`src/rtl/config_shadow_register_bank_pkg.sv`:
```
// Shared PWM configuration package: default bank geometry, the commit
// state encoding and a small address range helper used by the bank and
// its shadow memory.
package config_shadow_register_bank_pkg;

   localparam int DefaultAddressSize = 6;
   localparam int DefaultDataSize    = 8;
   localparam int DefaultLocations   = 49;

   // Commit handshake states. A commit request parks the bank in Pending
   // until the next PWM period boundary. Apply then performs the single
   // parallel shadow-to-active copy on the following edge.
   typedef enum logic [1:0] {
      StateIdle    = 2'b00,
      StatePending = 2'b01,
      StateApply   = 2'b10
   } commitState_t;

   // True when an address selects one of the implemented locations.
   function automatic logic isValidAddress(input int unsigned address,
                                           input int unsigned locations);
      return address < locations;
   endfunction

endpackage

```
`src/rtl/config_shadow_memory.sv`:
```
// Shadow configuration storage. It has one write port and one registered
// readback port for the configuration programmer. It also presents every
// location on a flat bus so the active bank can copy them all in one edge.
module config_shadow_memory
   import config_shadow_register_bank_pkg::*;
#(
   parameter int ADDRESS_SIZE = DefaultAddressSize,
   parameter int DATA_SIZE    = DefaultDataSize,
   parameter int LOCATIONS    = DefaultLocations
) (
   input  logic                           i_clk,
   input  logic                           i_reset,
   input  logic [ADDRESS_SIZE-1:0]        i_address,
   input  logic [DATA_SIZE-1:0]           i_data,
   input  logic                           i_write_en,
   output logic [DATA_SIZE-1:0]           o_data,
   output logic [LOCATIONS*DATA_SIZE-1:0] o_flat
);

   logic [DATA_SIZE-1:0] shadowMem [LOCATIONS];
   logic                 addressValid;

   assign addressValid = isValidAddress(32'(i_address), LOCATIONS);

   // Shadow write port. Writes to addresses beyond the implemented
   // locations are dropped silently so that a programmer sweeping the
   // whole address space cannot disturb anything. Reset clears every
   // location.
   always_ff @(posedge i_clk) begin
      if (i_reset) begin
         for (int k = 0; k < LOCATIONS; k++) begin
            shadowMem[k] <= '0;
         end
      end else if (i_write_en && addressValid) begin
         shadowMem[i_address] <= i_data;
      end
   end

   // Registered readback. It only loads on non-write cycles, so the
   // programmer sees the last value it asked for while it is writing.
   // Unimplemented addresses read back as zero.
   always_ff @(posedge i_clk) begin
      if (i_reset) begin
         o_data <= '0;
      end else if (!i_write_en) begin
         o_data <= addressValid ? shadowMem[i_address] : '0;
      end
   end

   // Expose every shadow location side by side. The bank uses this for
   // its parallel copy, so location k sits at bits [k*DATA_SIZE +: DATA_SIZE].
   for (genvar k = 0; k < LOCATIONS; k++) begin : g_flat
      assign o_flat[k*DATA_SIZE +: DATA_SIZE] = shadowMem[k];
   end

endmodule

```
`src/rtl/config_shadow_register_bank.sv`:
```
// Double-buffered PWM configuration bank. The programmer writes and reads
// back a shadow copy at will. The active copy seen by the PWM datapath only
// changes when a commit has been requested and a period boundary arrives.
// This keeps the new settings from tearing in the middle of a PWM period.
module config_shadow_register_bank
   import config_shadow_register_bank_pkg::*;
#(
   parameter int ADDRESS_SIZE = DefaultAddressSize,
   parameter int DATA_SIZE    = DefaultDataSize,
   parameter int LOCATIONS    = DefaultLocations
) (
   input  logic                           i_clk,
   input  logic                           i_reset,
   input  logic [ADDRESS_SIZE-1:0]        i_address,
   input  logic [DATA_SIZE-1:0]           i_data,
   input  logic                           i_write_en,
   input  logic                           i_commit,
   input  logic                           i_period_end,
   output logic [DATA_SIZE-1:0]           o_data,
   output logic [LOCATIONS*DATA_SIZE-1:0] o_active,
   output logic                           o_pending,
   output logic                           o_commit_done
);

   commitState_t                   state;
   logic [LOCATIONS*DATA_SIZE-1:0] shadowFlat;

   config_shadow_memory #(
      .ADDRESS_SIZE (ADDRESS_SIZE),
      .DATA_SIZE    (DATA_SIZE),
      .LOCATIONS    (LOCATIONS)
   ) u_shadow (
      .i_clk      (i_clk),
      .i_reset    (i_reset),
      .i_address  (i_address),
      .i_data     (i_data),
      .i_write_en (i_write_en),
      .o_data     (o_data),
      .o_flat     (shadowFlat)
   );

   // Commit sequencing. A period boundary while Idle means nothing, even
   // when it lands together with the commit request. A second commit
   // while Pending is not queued. A commit seen during Apply re-arms
   // straight back into Pending, so a request made in that cycle is not
   // lost. Reset wins over everything and abandons any commit in flight.
   always_ff @(posedge i_clk) begin
      if (i_reset) begin
         state <= StateIdle;
      end else begin
         case (state)
            StateIdle: begin
               if (i_commit) begin
                  state <= StatePending;
               end
            end
            StatePending: begin
               if (i_period_end) begin
                  state <= StateApply;
               end
            end
            StateApply: begin
               state <= i_commit ? StatePending : StateIdle;
            end
            default: begin
               state <= StateIdle;
            end
         endcase
      end
   end

   // Active bank update. The copy happens on the edge that leaves Apply.
   // It takes the registered shadow contents, so a write landing on that
   // same edge only reaches the shadow and waits for the next commit. The
   // done pulse rises on the copy edge and lasts exactly one cycle.
   always_ff @(posedge i_clk) begin
      if (i_reset) begin
         o_active      <= '0;
         o_commit_done <= 1'b0;
      end else begin
         o_commit_done <= (state == StateApply);
         if (state == StateApply) begin
            o_active <= shadowFlat;
         end
      end
   end

   // A commit counts as outstanding from acceptance until the copy has
   // actually been performed.
   assign o_pending = (state != StateIdle);

endmodule

```
`config.mk`:
```
export PLATFORM = sky130hd
export DESIGN_NAME = config_shadow_register_bank
export DESIGN_NICKNAME = d
export VERILOG_FILES = /design/src/rtl/config_shadow_register_bank_pkg.sv /design/src/rtl/config_shadow_memory.sv /design/src/rtl/config_shadow_register_bank.sv
export SDC_FILE = /design/constraint.sdc
export NUM_CORES = 1
export LEC_CHECK = 0
export BUFFER_PORTS_ARGS = -buffer_cell sky130_fd_sc_hd__buf_2
export CAP_MARGIN = 10
export CORE_MARGIN = 1.5
export CORE_UTILIZATION = 58
export CTS_CLUSTER_SIZE = 40
export DETAILED_ROUTE_END_ITERATION = 8
export PLACE_DENSITY = 0.82
export SKIP_CTS_REPAIR_TIMING = 1
export SKIP_LAST_GASP = 1
export SYNTH_ARGS = -nofsm -noshare
export SYNTH_HDL_FRONTEND = slang
export SYNTH_SLANG_ARGS = --single-unit
export TNS_END_PERCENT = 5
```
`constraint.sdc`:
```
create_clock -name i_clk -period 2.27 [get_ports i_clk]
set_input_delay 0.227 -clock i_clk [delete_from_list [all_inputs] [get_ports i_clk]]
set_output_delay 0.227 -clock i_clk [all_outputs]
set_load 0.01 [all_outputs]
```
==> impl_metrics.tcl <==
set metrics [dict create \
    relSlewSlack_pct 24.94 \
    status "finished clean" \
    rsz0062_at_grt "no" \
    rr_startpoint "u_shadow.shadowMem[6][3]" \
    drive_gt1_share_pct 20.05 \
    synthTopCellsByArea "edfxtp_1, dfxtp_1, nand2_1, and2_1, a21oi_1" \
    crit_family "compound AO/OA/AOI/OAI gates" \
    num_vias 28682 \
    drt-pass1-iter-count 6 \
    regArea_sq_mm 0.02344 \
    period_minus_slack_ns 2.088 \
    slowest_delay_ns 0.50 \
    timing.rr.end "u_shadow.o_data[3]" \
    grt.busiest_layer "met2" \
    crit_arrival_ns 2.63 \
    p_leak_nw 17.11 \
    cap_violations 0 \
    power_switching_mw 8.365 \
    grtUsageMet1_pct 45.71 \
    final-setup-viol-count 0 \
    clk_latency_ns 0.65 \
    synth_area_per_cell_sq_um 10.80 \
    antenna_found_initial 4 \
    hold_slack_ns 0.1133 \
    rows 91 \
    powerDensity_mw_per_mm2 819.0 \
    num_io_pins 421 \
    use_met2_pct 54.83 \
    grt_overflow 0 \
    yosysTopAreaCell "edfxtp_1" \
    fillCellCount 4286 \
    place.gp.congestion 1.056 \
    multi_input_area_sq_mm 0.01244 \
    synth_top_cell_area_share_pct 42.14 \
    crit_type "register to register" \
    hp-class "input pin to register" \
    synth-edff-count 512 \
    path_max_fanout 2 \
    area_growth_pct 20.06 \
    seqPwrFrac_pct 52.3 \
    max-vdd-ir-drop_v 0.0006210 \
    grt_pass1_vias 26933 \
    ff2ff_path_depth 5 \
    routed_via_density 5.922 \
    power_frac_clock_pct 41.2 \
    rrSetupSlack_ns 0.18 \
    grt.total_usage_pct 34.15 \
    synth_flop_cell "edfxtp_1" \
    port_buffers 420 \
    synthArstFlopShare_pct 0 \
    cts_buffers 89 \
    finalCritPeriodShare_pct 91.99 \
    clock.fmax_mhz 478.9 \
    drv_slew 0 \
    die_y_microns 253.8 \
    cp.required_ns 2.82 \
    clock_path_buffers 3 \
    yosysWarnings 0 \
    grt_max_degree 198 \
    pwr-share-comb_pct 6.5 \
    root_buffer "clkbuf_16" \
    cp-start-kind "register" \
    core_sq_mm 0.06194 \
    p_sw_share_pct 23.31 \
    startpoint "u_shadow.shadowMem[6][3]" \
    fin_nets 3949 \
    crit_buf_inv 0 \
    p_int_mw 27.51 \
    drt-total-wl_microns 112700 \
    synth.distinct_cells 52 \
    yosysSeqAreaShare_pct 64.25 \
    ys_ff_latch 915 \
    wire_per_inst_microns 23.26 \
    clk_pin_slew_ns 0.06 \
    critPathSlowestCell "a22oi_1" \
    die_area_sq_mm 0.06442 \
    synthCells 3379 \
    clock_sinks 915 \
    htreeDepth 3 \
    drcViolationCount 0 \
    ant_nets 0 \
    finalHoldViolations 0 \
    drt_iter0_markers 3849 \
    crit_end "u_shadow.o_data[3]" \
    placed_cells 4673 \
    grt_first_pass_wirelength_microns 164100 \
    dieWidth_microns 253.8 \
    crit_chain "a22oi_1 > o22ai_1 > a221oi_1 > nand3_1 > o31a_1" \
    path_depth 5 \
    met3_usage_pct 6.822 \
    dp_hpwl_microns 78270 \
    finalNonFillerCells 4843 \
    synth_area_sq_mm 0.03649 \
    cts_tree "built" \
    fin_skew_ns 0.03579 \
    end_kind "register" \
    max_slew.worst_pin.slew_ns 1.126 \
    start_util_pct 58.91 \
]
per-layer routing:
metal / part of all wire [%] / vias up
li1: - / 12752
met1: 38 / 13837
met2: 47 / 1811
met3: 11 / 276
met4: 3.9 / 6
met5: 0.030 / -
cell type report:
cell class	instances	share of cell area [%]
flip-flops and latches	915	53.52
well taps	837	2.391
repair buffers	600	8.972
clock buffers	135	6.201
clock inverters	31	0.4970
inverters	2	0.01714
multi-input cells	2322	28.40
diodes	1	0.005713
state kept, by name, indices dropped and copies added (netlist names):
signal / flops
u_shadow.o_data: 8
o_active: 392
state: 2
u_shadow.shadowMem: 512
o_commit_done: 1
worst min-delay path, stage by stage:
cell and delay (ns):
buf_8 0.11, nor3_1 0.06, buf_4 0.16, a21oi_1 0.11, a31oi_1 0.05
power by group through the flow:
stage                     Combinational [mW]  Sequential, mW  Clock, mW
after detailed placement                2.27            19.1          0
after global routing                    2.47            18.8       15.4
final                                   2.34            18.8       14.8
after CTS                               2.28            18.7       14.8
after global placement                  2.23            19.1          0
after floorplan                         1.27            18.8          0
synth_stat cells, types with 2 or more instances:
master / number
nand2_1: 820
edfxtp_1: 512
a21oi_1: 407
dfxtp_1: 403
and2_1: 395
clkbuf_1: 196
mux2i_1: 120
nor2_1: 83
a221oi_1: 81
o22ai_1: 66
or2_2: 54
buf_2: 47
a22oi_1: 44
o21ai_0: 19
nor3_1: 18
a22o_1: 11
mux4_2: 10
nand2b_1: 8
a32oi_1: 7
buf_4: 7
nand3_1: 7
buf_1: 6
or3_1: 6
nor2b_1: 5
o31ai_1: 5
a211oi_1: 4
a31oi_1: 3
buf_6: 3
o31a_1: 3
a2111oi_0: 2
and3_1: 2
and4_1: 2
o21a_1: 2
o22a_1: 2
o311ai_0: 2
kinds of logic after synthesis:
| logic type | Yosys count | share of synthesized area [%] |
|---|---|---|
| AOI/OAI and AO/OA | 666 | 10.98 |
| buffers and inverters | 261 | 2.980 |
| DFF | 915 | 64.25 |
| muxes | 130 | 3.909 |
| other | 1 | 0.01028 |
| and+or+nand+nor | 1406 | 17.87 |
placed cells by master (no fill, tap or decap), types with 4 or more instances in the layout:
cell         n
nand2b_1     7
nand3_1      7
clkbuf_1    25
nor2_1      82
conb_1     120
clkbuf_16  100
o22ai_1     66
mux2i_1    120
clkinv_2    14
nor3_1      18
buf_12      36
o21ai_0     19
or2_2       54
buf_4      141
or3_1        6
a32oi_1      7
a22oi_1     44
clkinv_1     8
inv_4        4
a221oi_1    81
clkbuf_8     9
mux4_2      10
a22o_1      11
edfxtp_1   512
a211oi_1     4
nand2_1    820
a21oi_1    407
o31ai_1      5
dfxtp_1    403
and2_1     395
buf_2      418
how the worst min path moves through the flow:
stage / from / to / slack [ns] / depth (start not counted)
after CTS: i_commit / state[0] / -0.20 / 3
after global routing: i_reset / u_shadow.o_data[6] / 0.12 / 5
after floorplan: i_data[0] / u_shadow.shadowMem[49][0] / 0.33 / 0
final: i_reset / u_shadow.o_data[6] / 0.11 / 5
after detailed placement: o_active[142] / o_active[142] / 0.44 / 2
after global placement: o_active[253] / o_active[253] / 0.44 / 2
metrics by stage:
step	power, mW	utilization, %	instance area, sq um	worst slack [ns]	TNS (ns)
floorplan	20.12	-	36930	0.2941	0
global placement	21.29	65.93	40840	-0.1826	-0.4979
detailed placement	21.34	65.93	40840	-0.1704	-0.9771
CTS	35.83	70.67	43770	0.2745	0
global route	36.69	70.72	43800	0.1814	0
finish	35.88	70.72	43800	0.1819	0
No activity file was read; power rests on OpenSTA's default activity.
